[src/rtl/sha2_msg_scheduler.sv]
// SHA-2 message scheduler: accepts a 16-word block and streams W[0..ROUNDS-1]
// over a valid/ready interface, expanding words in place in a 16-slot ring.
module sha2_msg_scheduler #(
  parameter int WORD_W = 32
) (
  input  logic                  clk,
  input  logic                  rst_n,
  input  logic                  blk_valid,
  output logic                  blk_ready,
  input  logic [16*WORD_W-1:0]  blk_data,
  input  logic                  abort,
  output logic                  w_valid,
  input  logic                  w_ready,
  output logic [WORD_W-1:0]     w_out,
  output logic [6:0]            w_idx,
  output logic                  w_last,
  output logic                  busy
);

  localparam int         ROUNDS = (WORD_W == 64) ? 80 : 64;
  localparam logic [6:0] LAST_T = 7'(ROUNDS - 1);

  generate
    if (WORD_W != 32 && WORD_W != 64) begin : g_bad_word_w
      $error("sha2_msg_scheduler: WORD_W must be 32 or 64");
    end
  endgenerate

  typedef enum logic {IDLE = 1'b0, RUN = 1'b1} state_t;

  state_t            state_q, state_d;
  logic [6:0]        t_q, t_d;
  logic [WORD_W-1:0] buf_q [16];

  logic              load, beat, expand;
  logic [3:0]        slot, slot_m1, slot_m6, slot_m14, slot_m15;
  logic [WORD_W-1:0] w_new;

  function automatic logic [WORD_W-1:0] rotr(input logic [WORD_W-1:0] x, input int unsigned n);
    return (x >> n) | (x << (WORD_W - n));
  endfunction

  function automatic logic [WORD_W-1:0] sigma0(input logic [WORD_W-1:0] x);
    if (WORD_W == 32) return rotr(x, 7) ^ rotr(x, 18) ^ (x >> 3);
    else              return rotr(x, 1) ^ rotr(x, 8)  ^ (x >> 7);
  endfunction

  function automatic logic [WORD_W-1:0] sigma1(input logic [WORD_W-1:0] x);
    if (WORD_W == 32) return rotr(x, 17) ^ rotr(x, 19) ^ (x >> 10);
    else              return rotr(x, 19) ^ rotr(x, 61) ^ (x >> 6);
  endfunction

  // Ring-buffer addressing: t-15 and t+1 share a slot, so W[t+1] overwrites W[t-15].
  always_comb begin
    slot     = t_q[3:0];
    slot_m1  = slot - 4'd1;
    slot_m6  = slot - 4'd6;
    slot_m14 = slot + 4'd2;
    slot_m15 = slot + 4'd1;
    w_new    = sigma1(buf_q[slot_m1]) + buf_q[slot_m6]
             + sigma0(buf_q[slot_m14]) + buf_q[slot_m15];
  end

  // Abort outranks both a load and a word beat.
  always_comb begin
    load    = (state_q == IDLE) && blk_valid && !abort;
    beat    = (state_q == RUN) && w_ready && !abort;
    expand  = beat && (t_q >= 7'd15) && (t_q != LAST_T);
    state_d = state_q;
    t_d     = t_q;
    if (abort) begin
      state_d = IDLE;
      t_d     = '0;
    end else if (load) begin
      state_d = RUN;
      t_d     = '0;
    end else if (beat) begin
      if (t_q == LAST_T) begin
        state_d = IDLE;
        t_d     = '0;
      end else begin
        t_d = t_q + 7'd1;
      end
    end
  end

  // Register stage: control state and round counter
  always_ff @(posedge clk or negedge rst_n) begin
    if (!rst_n) begin
      state_q <= IDLE;
      t_q     <= '0;
    end else begin
      state_q <= state_d;
      t_q     <= t_d;
    end
  end

  // Register stage: word storage
  always_ff @(posedge clk or negedge rst_n) begin
    if (!rst_n) begin
      for (int i = 0; i < 16; i++) buf_q[i] <= '0;
    end else if (load) begin
      for (int i = 0; i < 16; i++) buf_q[i] <= blk_data[(15-i)*WORD_W +: WORD_W];
    end else if (expand) begin
      buf_q[slot_m15] <= w_new;
    end
  end

  always_comb begin
    busy      = (state_q == RUN);
    w_valid   = busy;
    blk_ready = !busy;
    w_out     = busy ? buf_q[slot] : '0;
    w_idx     = busy ? t_q : '0;
    w_last    = busy && (t_q == LAST_T);
  end

endmodule

[config.mk]
export PLATFORM = sky130hd
export DESIGN_NAME = sha2_msg_scheduler
export DESIGN_NICKNAME = d
export VERILOG_FILES = /design/src/rtl/sha2_msg_scheduler.sv
export SDC_FILE = /design/constraint.sdc
export NUM_CORES = 2
export LEC_CHECK = 0
export ABC_AREA = 1
export CORE_MARGIN = 1
export CORE_UTILIZATION = 35
export CTS_BUF_LIST = sky130_fd_sc_hd__clkbuf_8
export DETAILED_ROUTE_END_ITERATION = 16
export PLACE_DENSITY_LB_ADDON = 0.12
export SLEW_MARGIN = 20
export SYNTH_ARGS = -nofsm -noshare
export SYNTH_HDL_FRONTEND = slang
export SYNTH_SLANG_ARGS = --single-unit
[constraint.sdc]
create_clock -name clk -period 14.5 [get_ports clk]
set_input_delay 3.625 -clock clk [delete_from_list [all_inputs] [get_ports clk]]
set_output_delay 3.625 -clock clk [all_outputs]
set_load 0.05 [all_outputs]
==> results.yml <==
outcome:
  status: "complete, no violations"
clocking:
  root_buffer: "clkbuf_8"
  htree_levels: 3
  cts_buffers: 103
  post-cts-setup-buffers: 0
  clk_latency_ns: 0.84
  clkSlewWorstSetupHoldPaths_ns: 0.06
  clockBufferDepth: 3
  cts_num_sinks: 520
  cts_tree: "done"
  cts_hold_buf: 0
  post_cts_resized: 0
timing:
  max_slew_margin_pct: 13.6
  hold_viol_final: 0
  slew_viol_final: 0
  tns_ns: 0
  worstMarginPinSlew_ns: 1.28
  fin_skew_ns: 0.0537
  post-route-period-util_pct: 68.2
  fin_crit_ns: 9.90
  rsz0062_at_grt: "no"
  max_freq_mhz: 101
  setup_viol: 0
floorplan:
  pin_count: 560
  die_w_um: 354
  start_util_pct: 35.4
  core_um2: 122000
  die_h_um: 354
  rows: 128
  dieArea_um2: 125000
setup_path:
  crit_type: "flop to primary output"
  timing.rr.end: "buf_q[510]"
  crit_fanout: 103
  cp.arrival_ns: 6.27
  endpoint_kind: "primary output"
  startpoint_type: "flop"
  required_ns: 10.88
  reg2regPathDepth: 26
  r2r_setup_slack_ns: 4.89
  r2r-start: "t_q[0]"
placed_design:
  hpwl_mm: 197
  numPortBuffers: 559
  gp_congestion: 1.04
logic_synthesis:
  synth_compound_area_share_pct: 21.8
  synth-async-reset-ratio_pct: 100
  synth_edf_count: 0
  synth_cell_type_count: 58
  synthMuxAreaShare_pct: 1.30
  syn_nets: 7174
  synth_top_family_by_area: "simple AND/OR/NAND/NOR gates"
  synthAdderAreaFrac_pct: 4.03
  synthSimpleGateAreaFrac_pct: 29.2
  syn_avg_cell_area_um2: 6.60
  yosys.area_share.xor_xnor_pct: 2.83
  ys_ff_latch: 520
  syn_area_um2: 43300
  synth-seq-area-share_pct: 30.1
  synth.yosys.warnings: 0
  syn_inst: 6555
  synth-main-ff-cell: "dfrtp_1"
final_layout:
  finalNetCount: 7449
  drive_gt1_share_pct: 5.43
  area_delta_synth_final_pct: 19.4
grt:
  grt_max_degree: 194
  grt_pass1_vias: 45400
  track_usage_pct: 40.8
  grt_pass1_wl_mm: 360
  antenna_found_initial: 21
  overflow: 0
min_path:
  worstHoldStart: "buf_q[218]"
  min_path_type: "flop to flop"
  hold_depth: 2
  holdPathEnd: "buf_q[218]"
job:
  max_cap_violations: 0
routing:
  first_pass_iters: 6
  postRouteAntennaNets: 0
  wirelength_mm: 263
  drt_iter0_drc: 8230
  vias_per_cell: 5.91
  drcViolationCount: 0
  wl_per_cell_um: 30.9
  via_count: 50400
Yosys cell counts (16+ instances only):
master    instances  area [um2]
a21oi_1         165         826
a22o_1           19         166
a31oi_1          16         100
buf_1            47         176
buf_2           169         846
buf_4            37         278
buf_6            29         327
clkbuf_1        203         762
clkinv_1         18        67.6
dfrtp_1         520       13000
fa_1             62        1240
ha_1             40         500
inv_1           566        2120
inv_2            23        86.3
mux2i_1          54         541
nand2_1        2268        8510
nand2_2          17         106
nand3_1         621        3110
nor2_1          179         672
o211ai_1        282        2120
o21a_1           23         173
o21ai_0         671        3360
o21ai_1          94         470
o21ai_2          26         228
o21bai_1         44         330
o221ai_1        114         998
o22ai_1          18         113
xnor2_1          48         420
xor2_1           86         753
layer usage:
metal	vias up	GRT usage [%]	part of all wire (%)	routed length, um
met2	3376	55.3	39	103000
met5	-	0	0.028	75
met4	8	13.0	3.6	9480
met1	24400	60.4	44	116000
met3	412	12.7	14	35600
li1	22200	-	-	-
final cells by class:
cell class,instances,area [um2]
Timing Repair Buffer,656,6420
Multi-Input combinational cell,4941,25800
Sequential cell,520,13000
Tap cell,1625,2030
Fill cell,13000,70500
Inverter,608,2300
Clock inverter,51,405
Antenna cell,3,7.51
Clock buffer,124,1710
worst max-delay path by stage:
stage,depth (start not counted),from,slack (ns),end
floorplan,27,t_q[1],8.04,buf_q[49]
global placement,25,t_q[0],5.34,buf_q[250]
detailed placement,26,t_q[0],5.22,buf_q[350]
CTS,10,t_q[0],4.82,w_out[10]
global route,10,t_q[0],4.30,w_out[1]
finish,9,t_q[0],4.60,w_out[29]
registers in the layout (all words and copies together), names as in the netlist:
signal,count
buf_q,512
busy,1
t_q,7
cells by family (layout without fill, tap and decap cells):
logic type / Yosys count / after routing
AOI/OAI and AO/OA: 1526 / 1526
xor gates and xnor gates: 137 / 137
adders and majority gates: 102 / 102
buffers and inverters: 1094 / 1439
DFF: 520 / 520
muxes: 55 / 55
other: 0 / 3
and+or+nand+nor: 3121 / 3121
placed cells by master (no fill, tap or decap), drive strengths merged, types with 114 or more instances in the layout:
cell           netlist  layout
a21oi              165     165
clkbuf             204     124
clkdlybuf4s50        0     558
dfrtp              520     520
inv                590     626
nand2             2285    2285
nand3              622     622
nor2               180     180
o211ai             282     282
o21ai              791     791
o221ai             114     114
metrics by stage:
stage / instances / hold WS (ns) / util, % / worst slack (ns) / area [um2]
global placement: 8350 / 0.484 / 40.5 / 5.34 / 49500
finish: 8528 / 0.498 / 42.3 / 4.60 / 51700
global route: 8527 / 0.528 / 42.3 / 4.30 / 51700
CTS: 8525 / 0.500 / 42.3 / 4.82 / 51700
floorplan: 6555 / 0.465 / - / 8.04 / 43300
detailed placement: 8350 / 0.485 / 40.6 / 5.22 / 49600
worst max-delay path: stages, from the launching register on:
cell and delay (ns):
dfrtp_4 1.06, buf_4 0.72, buf_4 0.81, o21ai_0 0.20, inv_1 0.11, o21ai_0 0.07
o21ai_0 0.60, nand2_1 0.12, a21oi_1 0.69, clkdlybuf4s50_1 0.94
Power is not shown: default switching activity piles up to over one toggle a cycle in this logic, so the estimate is an artifact.
